$ cat src/rtl/sm2201_pkg.sv
// Shared constants and FSM encoding for the SM2201 ISA-to-CAMAC cycle controller.
package sm2201_pkg;

  localparam logic [9:0] BASE_ADDR     = 10'h100;
  localparam logic [7:0] TIMEOUT       = 8'd200;
  localparam logic [5:0] STATUS_OFFSET = 6'h3E;

  typedef logic [1:0] state_t;

  localparam state_t ST_IDLE     = 2'd0;
  localparam state_t ST_WAIT_INH = 2'd1;
  localparam state_t ST_STROBE   = 2'd2;
  localparam state_t ST_DONE     = 2'd3;

endpackage

$ cat src/rtl/sm2201_cycle_timer.sv
// Saturating wait counter for one CAMAC cycle; expired once it reaches TIMEOUT.
module sm2201_cycle_timer #(
  parameter logic [7:0] TIMEOUT = 8'd200
) (
  input  logic clk_i,
  input  logic rst_ni,
  input  logic clear_i,
  input  logic enable_i,
  output logic expired_o
);

  logic [7:0] count_q, count_d;

  assign expired_o = (count_q == TIMEOUT);

  always_comb begin
    count_d = count_q;
    if (clear_i) begin
      count_d = 8'd0;
    end else if (enable_i && !expired_o) begin
      count_d = count_q + 8'd1;
    end
  end

  always_ff @(posedge clk_i or negedge rst_ni) begin
    if (!rst_ni) begin
      count_q <= 8'd0;
    end else begin
      count_q <= count_d;
    end
  end

endmodule

$ cat src/rtl/sm2201_cycle_controller.sv
// ISA I/O window bridged onto 16-bit CAMAC word cycles, with byte assembly,
// wait-state insertion and a sticky timeout flag.
module sm2201_cycle_controller #(
  parameter logic [9:0] BASE_ADDR = sm2201_pkg::BASE_ADDR,
  parameter logic [7:0] TIMEOUT   = sm2201_pkg::TIMEOUT
) (
  input  logic        isa_clk,
  input  logic        isa_reset,
  input  logic [9:0]  isa_addr,
  input  logic        isa_ale,
  input  logic        isa_aen,
  input  logic        isa_ior,
  input  logic        isa_iow,
  input  logic [7:0]  isa_data_in,
  output logic [7:0]  isa_data_out,
  output logic        isa_data_oe,
  output logic        isa_chrdy,
  output logic [4:0]  cb_addr,
  output logic [15:0] cb_data_out,
  input  logic [15:0] cb_data_in,
  output logic        cb_data_oe,
  output logic        cb_strobe,
  output logic        cb_write,
  input  logic        cb_prr,
  input  logic        cb_zk4,
  output logic        timeout_err
);

  import sm2201_pkg::*;

  logic [9:0]  addr_q;
  logic        ior_q, iow_q;
  state_t      state_q, state_d;
  logic        chrdy_q, chrdy_d;
  logic        write_q, write_d;
  logic [7:0]  low_q, low_d;
  logic [15:0] rbuf_q, rbuf_d;
  logic [15:0] wdata_q, wdata_d;
  logic        terr_q, terr_d;
  logic        terr_set, terr_clr;

  logic [9:0]  offset_full;
  logic [5:0]  offset;
  logic        hit, is_status, rd_start, wr_start;
  logic        tmr_clear, tmr_en, tmr_expired;

  assign offset_full = addr_q - BASE_ADDR;
  assign offset      = offset_full[5:0];
  assign hit         = (addr_q >= BASE_ADDR) && (offset_full < 10'd64) && !isa_aen;
  assign is_status   = (offset >= STATUS_OFFSET);

  // A start is the clock on which the registered strobe is about to fall.
  assign rd_start = (state_q == ST_IDLE) && hit && ior_q && !isa_ior && isa_iow;
  assign wr_start = (state_q == ST_IDLE) && hit && iow_q && !isa_iow && isa_ior;

  assign tmr_clear = (state_q == ST_IDLE) && (state_d != ST_IDLE);
  assign tmr_en    = (state_q == ST_WAIT_INH) || (state_q == ST_STROBE);

  sm2201_cycle_timer #(.TIMEOUT(TIMEOUT)) u_timer (
    .clk_i     (isa_clk),
    .rst_ni    (isa_reset),
    .clear_i   (tmr_clear),
    .enable_i  (tmr_en),
    .expired_o (tmr_expired)
  );

  always_comb begin
    state_d  = state_q;
    chrdy_d  = chrdy_q;
    write_d  = write_q;
    low_d    = low_q;
    rbuf_d   = rbuf_q;
    wdata_d  = wdata_q;
    terr_set = 1'b0;
    terr_clr = 1'b0;
    case (state_q)
      ST_IDLE: begin
        if (wr_start) begin
          if (is_status) begin
            terr_clr = 1'b1;
            state_d  = ST_DONE;
          end else if (!offset[0]) begin
            low_d   = isa_data_in;
            state_d = ST_DONE;
          end else begin
            wdata_d = {isa_data_in, low_q};
            write_d = 1'b1;
            chrdy_d = 1'b0;
            state_d = ST_WAIT_INH;
          end
        end else if (rd_start) begin
          if (is_status || offset[0]) begin
            state_d = ST_DONE;
          end else begin
            write_d = 1'b0;
            chrdy_d = 1'b0;
            state_d = ST_WAIT_INH;
          end
        end
      end
      ST_WAIT_INH: begin
        if (tmr_expired) begin
          terr_set = 1'b1;
        end else if (cb_zk4) begin
          state_d = ST_STROBE;
        end
      end
      ST_STROBE: begin
        if (!cb_prr) begin
          if (!write_q) begin
            rbuf_d = cb_data_in;
          end
          chrdy_d = 1'b1;
          state_d = ST_DONE;
        end else if (tmr_expired) begin
          terr_set = 1'b1;
        end
      end
      default: begin
        if (ior_q && iow_q) begin
          state_d = ST_IDLE;
        end
      end
    endcase
    if (terr_set) begin
      rbuf_d  = 16'hFFFF;
      chrdy_d = 1'b1;
      state_d = ST_DONE;
    end
    // A timeout on the same clock as a status-write clear keeps the flag set.
    terr_d = (terr_q && !terr_clr) || terr_set;
  end

  always_ff @(posedge isa_clk or negedge isa_reset) begin
    if (!isa_reset) begin
      addr_q  <= 10'd0;
      ior_q   <= 1'b1;
      iow_q   <= 1'b1;
      state_q <= ST_IDLE;
      chrdy_q <= 1'b1;
      write_q <= 1'b0;
      low_q   <= 8'h00;
      rbuf_q  <= 16'h0000;
      wdata_q <= 16'h0000;
      terr_q  <= 1'b0;
    end else begin
      if (isa_ale) begin
        addr_q <= isa_addr;
      end
      ior_q   <= isa_ior;
      iow_q   <= isa_iow;
      state_q <= state_d;
      chrdy_q <= chrdy_d;
      write_q <= write_d;
      low_q   <= low_d;
      rbuf_q  <= rbuf_d;
      wdata_q <= wdata_d;
      terr_q  <= terr_d;
    end
  end

  always_comb begin
    if (offset == STATUS_OFFSET) begin
      isa_data_out = {7'b0, terr_q};
    end else if (is_status) begin
      isa_data_out = 8'h00;
    end else if (offset[0]) begin
      isa_data_out = rbuf_q[15:8];
    end else begin
      isa_data_out = rbuf_q[7:0];
    end
  end

  assign isa_data_oe = hit && !ior_q;
  assign isa_chrdy   = chrdy_q;
  assign cb_addr     = offset[5:1];
  assign cb_data_out = wdata_q;
  assign cb_strobe   = (state_q == ST_STROBE);
  assign cb_write    = write_q;
  assign cb_data_oe  = cb_strobe && write_q;
  assign timeout_err = terr_q;

endmodule

$ cat config.mk
export PLATFORM = sky130hd
export DESIGN_NAME = sm2201_cycle_controller
export DESIGN_NICKNAME = d
export VERILOG_FILES = /design/src/rtl/sm2201_pkg.sv /design/src/rtl/sm2201_cycle_timer.sv /design/src/rtl/sm2201_cycle_controller.sv
export SDC_FILE = /design/constraint.sdc
export NUM_CORES = 1
export LEC_CHECK = 0
export ABC_CLOCK_PERIOD_IN_PS = 4200
export CAP_MARGIN = 20
export CORE_MARGIN = 1
export CORE_UTILIZATION = 35
export CTS_BUF_LIST = sky130_fd_sc_hd__clkbuf_8 sky130_fd_sc_hd__clkbuf_16
export CTS_CLUSTER_SIZE = 28
export DETAILED_ROUTE_END_ITERATION = 16
export MAX_ROUTING_LAYER = met4
export PLACE_DENSITY = 0.71
export RECOVER_POWER = 100
export SETUP_SLACK_MARGIN = 0.5
export SLEW_MARGIN = 20
export SYNTH_ARGS = -nofsm -noshare
export SYNTH_HDL_FRONTEND = slang
export SYNTH_HIERARCHICAL = 1
export SYNTH_SLANG_ARGS = --single-unit
$ cat constraint.sdc
create_clock -name isa_clk -period 4.2 [get_ports isa_clk]
set_input_delay 1.26 -clock isa_clk [delete_from_list [all_inputs] [get_ports isa_clk]]
set_output_delay 1.26 -clock isa_clk [all_outputs]
set_load 0.005 [all_outputs]
== Word level (Yosys, flattened, before mapping) ==
Cells that the tools add are included.

* Flip-flop bits (word level): 65
* Latch bits: 0
* Bits in writable memories: 0
* Bits in read-only memories: 0
* Input bits: 42
* Output and inout port bits: 35
* Memories kept: 0

* Add/subtract/negate cells: 2
* Multipliers: 0
* Div/mod/pow operators: 0
* Order comparisons: 3
* Equal/unequal tests: 14
* Shift operators: 0
* Multiplexer cells: 37
* Bitwise gates (word level): 2
* Reductions and logical operators: 35

{| class="wikitable"
|+ Operators with widths
! cell !! count
|-
| $mux 16 || 4
|-
| $mux 8 || 5
|-
| $mux 2 || 10
|-
| $ne 4x4->1 const B || 4
|-
| $logic_and 1x1->1 || 15
|-
| $mux 1 || 15
|-
| $ge 10x9->1 const B || 1
|-
| $lt 10x7->1 const B || 1
|-
| $sub 10x9->10 const B || 1
|-
| $add 8x1->8 const B || 1
|-
| $eq 8x8->1 const B || 1
|-
| $reduce_and 4->1 || 2
|-
| $reduce_bool 2->1 || 4
|-
| $eq 6x6->1 const B || 1
|-
| $ge 6x6->1 const B || 1
|-
| $logic_not 1->1 || 6
|-
| $ne 2x2->1 const B || 3
|-
| $pmux 2 s3 || 1
|-
| $reduce_and 6->1 || 1
|-
| $reduce_and 5->1 || 1
|-
| $ne 2x1->1 const B || 2
|-
| $pmux 1 s2 || 2
|-
| $logic_or 1x1->1 || 3
|-
| $ne 3x2->1 const B || 1
|-
| other kinds (6) || 7
|}

== Longest topological paths before layout ==
Gate-level depths: netlist of the first run.

* Depth after elaboration: 15
* Depth in mapped cells: 12

== Modules after synthesis ==
Netlist of the first run, hierarchy kept.

{| class="wikitable"
|+ Modules (own cells, without submodules)
! module !! times used !! cells each !! area an instance (um^2) !! sequential area each (um^2)
|-
| sm2201_cycle_controller || 1 || 233 || 2653.8 || 1430.1
|-
| sm2201_cycle_timer || 1 || 48 || 464.2 || 200.2
|}

== Worst setup path before layout of the first run ==
OpenSTA, ideal clock, no wires.

* Path kind: input port to output port
* Start: in isa_aen
* End: out isa_data_oe
* Arrival time: 1.464 ns
* Slack: 1.476 ns
* Cell stages on the path: 1
* Cells stage by stage: nor3_1

* Word-level cells in the longest chain between the ends: 3

{| class="wikitable"
|+ Ends and longest elaborated chain
! what !! RTL line !! source
|-
| start, declared || sm2201_cycle_controller.sv:11 || <nowiki>input logic isa_aen,</nowiki>
|-
| $logic_not 1->1 || sm2201_cycle_controller.sv:49 || <nowiki>assign hit = (addr_q >= BASE_ADDR) && (offset_full < 10'd64) && !isa_aen;</nowiki>
|-
| $logic_and 1x1->1 || sm2201_cycle_controller.sv:49 ||
|-
| $logic_and 1x1->1 || sm2201_cycle_controller.sv:174 || <nowiki>assign isa_data_oe = hit && !ior_q;</nowiki>
|-
| end, declared || sm2201_cycle_controller.sv:16 || <nowiki>output logic isa_data_oe,</nowiki>
|}

No other way between the ends.

== Worst setup path after layout of the first run ==
Ends and elaborated chain as after synthesis.

==> impl_metrics.ini, run 1 <==
[layout]
syn2layout_area_growth_pct = 32.0
fillers = 826
mostFrequentLayoutCells = dfrtp_1 (62), nand2_1 (48), clkdlybuf4s50_1 (38)
final_core_util_pct = 47.4
final_common_cell = dfrtp_1
drive_above_1_share_pct = 16.0
insertedDiodeCount = 0
fin_nets = 405

[grt]
grt_pass1_wl_mm = 11.1
antenna_found_initial = 0
grtUsageTotal_pct = 16.1
grt_overflow = 0
grt_pass1_vias = 2347
grt_max_degree = 42

[floorplan]
rows = 34
start_util_pct = 35.9
fp.coreArea_mm2 = 0.00868
die_area_mm2 = 0.00929
die_h_um = 96.4
die_x_um = 96.4
io_pins = 77

[timing]
maxSlewViolCount = 42
max_freq_mhz = 269
final.min_clock_period_ns = 3.72
worst_pin_slew_ns = 2.19
tns_ns = 0
finalCritPeriodShare_pct = 88.5
hold_viol = 0
slew_headroom_pct = -46.3
clock_skew_ns = 0.00833
setup_viol = 0
rsz0062_at_grt = false

[critical_path]
r2r_end = u_timer/count_q[0]$_DFFE_PN0P_
cp_num_buf_inv = 2
startpoint_type = input port
reg2regPathDepth = 12
crit_required_ns = 2.94
path_class = in -> out
crit_fanout = 2
crit_slowest_cell = dlygate4sd3_1
crit_chain = clkdlybuf4s50_1 > nor3_2 > dlygate4sd3_1
reg2reg_setup_slack_ns = 1.44
cp_data_arrival_time_ns = 2.46
reg2reg_from = u_timer/count_q[0]$_DFFE_PN0P_
cp_top_family = buffers and inverters
endpoint_kind = output port
cpPeakStageDelay_ns = 0.58

[power]
ir_worst_vdd_uv = 231
finalPower_uw = 1970
p_per_area_mw_per_mm2 = 478
p_leak_uw = 0.00196

[worst_hold_path]
min_to = cb_data_out[13]$_DFFE_PN0P_
min_path_type = reg -> reg
worstHoldStart = cb_data_out[13]$_DFFE_PN0P_
holdPathStages = 1

[placement]
gp_congestion = 0.788
io_buffer_count = 76
hpwl_mm = 4.81

[yosys]
ys.flop_type = dfrtp_1
ys_ff_latch = 65
synth.area.top_cells = dfrtp_1 (50%), mux2_2 (9.0%), nand2_1 (5.8%)
synth_seq_area_share_pct = 52.3
async_reset_ff_share_pct = 100
ys_warn_count = 6
synth_edf_count = 0
synth_cell_types = 49
yosysTopAreaCell = dfrtp_1
synth.cell_area_mm2 = 0.00312
synthCells = 281
avgSynthCellArea_um2 = 11.1
yosys.area.top_type_share_pct = 49.8
syn_nets = 329

[drt]
wire_per_inst_um = 14.3
ant_nets = 0
dr.pass1.iters = 4
vias = 2342
avgViaCountPerCell = 4.98
routed_wirelength_mm = 6.73
drc = 0
first_iter_violations = 122

[clock_tree]
cts_num_sinks = 65
cts_root_buf = clkbuf_8
cts_buffer_depth = 2
htree_levels = 3
clkTransAtPathRegs_ns = 0.07
cts_buffers = 9
cts_tree = yes
clock_latency_ns = 0.33
cts_setup_buffers = 0

[run_status]
violations = max-capacitance violations, max-slew violations
status = finished, violations left

[job]
maxCapViolations = 1
-- power by group --
group          internal [µW]  switching, µW  leakage [µW]
sequential               744           92.0      0.000844
combinational            288            291       0.00101
clock                    322            231      0.000105
-- kinds of logic after synthesis --
kind of cell,synth area share [%]
AOI/OAI and AO/OA,6.26
buffers and inverters,4.57
xor gates and xnor gates,0.562
DFF,52.3
muxes,16.3
adders and majority gates,2.41
and+or+nand+nor,17.7
-- how the worst max path moves through the flow --
stage,startpoint,to,slack [ns],cells after the start
2_1_floorplan,isa_aen,isa_data_oe,1.48,1
3_3_place_gp,isa_aen,isa_data_oe,0.56,3
3_5_place_dp,isa_aen,isa_data_oe,0.55,3
4_1_cts,isa_aen,isa_data_oe,0.55,3
5_1_grt,isa_aen,isa_data_oe,0.40,3
6_report,isa_aen,isa_data_oe,0.48,3
-- worst register-to-register path: stages, from the launching register on --
cell and delay (ns):
dfrtp_1 0.44, inv_1 0.09, ha_1 0.19, and4bb_2 0.24, and4_1 0.23, nor2b_1 0.17
o21ai_0 0.12, o211ai_1 0.11, a21oi_1 0.11, a31oi_1 0.19, clkbuf_1 0.37, nor2_1 0.11
mux2_2 0.28
-- layer usage --
layer / part of all wire, % / up-vias / track usage [%]
li1: - / 1127 / -
met5: 0 / - / -
met2: 48 / 65 / 26.4
met1: 46 / 1142 / 20.2
met4: 0.68 / 0 / 3.92
met3: 5.1 / 8 / 3.83
-- synthesized netlist by cell type, types with 2 or more instances --
cell type	number
dfstp_2	3
mux2_2	25
ha_1	6
clkbuf_1	6
xor2_1	2
nand2_1	48
mux2_4	9
nand4_1	2
or3_2	2
buf_4	6
a21o_1	2
a21oi_1	8
a31oi_1	2
mux2i_1	9
nand3_1	19
dfrtp_1	62
nor2_1	14
o21ai_0	8
nand3b_1	2
inv_1	11
nor2b_1	2
buf_2	2
nand2b_1	4
o41ai_1	2
-- layout make-up --
type	instances	area [µm²]	area share, %
tap	108	135	3.28
multi-input combinational	189	1310	31.9
clock inverter	4	50.0	1.22
inverter	11	41.3	1.00
timing repair buffer	81	782	19.0
sequential	65	1630	39.6
clock buffer	12	165	4.01
-- state kept, by name (all words and copies together), names as in the netlist --
register / flops
cb_data_out: 16
rbuf_q: 16
addr_q: 10
low_q: 8
u_timer/count_q: 8
state_q: 2
cb_write: 1
ior_q: 1
iow_q: 1
isa_chrdy: 1
timeout_err: 1
-- through the flow --
stage | std cells | worst slack (ns) | area (µm²) | hold WS, ns
final | 470 | 0.482 | 4120 | 0.485
after global routing | 470 | 0.396 | 4120 | 0.511
after CTS | 470 | 0.546 | 4160 | 0.499
after detailed placement | 454 | 0.552 | 3950 | 0.482
after global placement | 454 | 0.559 | 3950 | 0.474
after floorplan | 281 | 1.48 | 3120 | 0.463
-- what timing repair did --
item,4_1_cts,5_1_grt
endpoints found under the setup margin,0,1
hold buffers,0,0
resized for setup,0,1
(Power assumes the default switching activity.)
==> inputs of run 2 (changes only) <==
- SKIP_LAST_GASP: not set -> 1
==> results of run 2 <==
The final DEF is identical to that of run 1; final timing and power are the same.
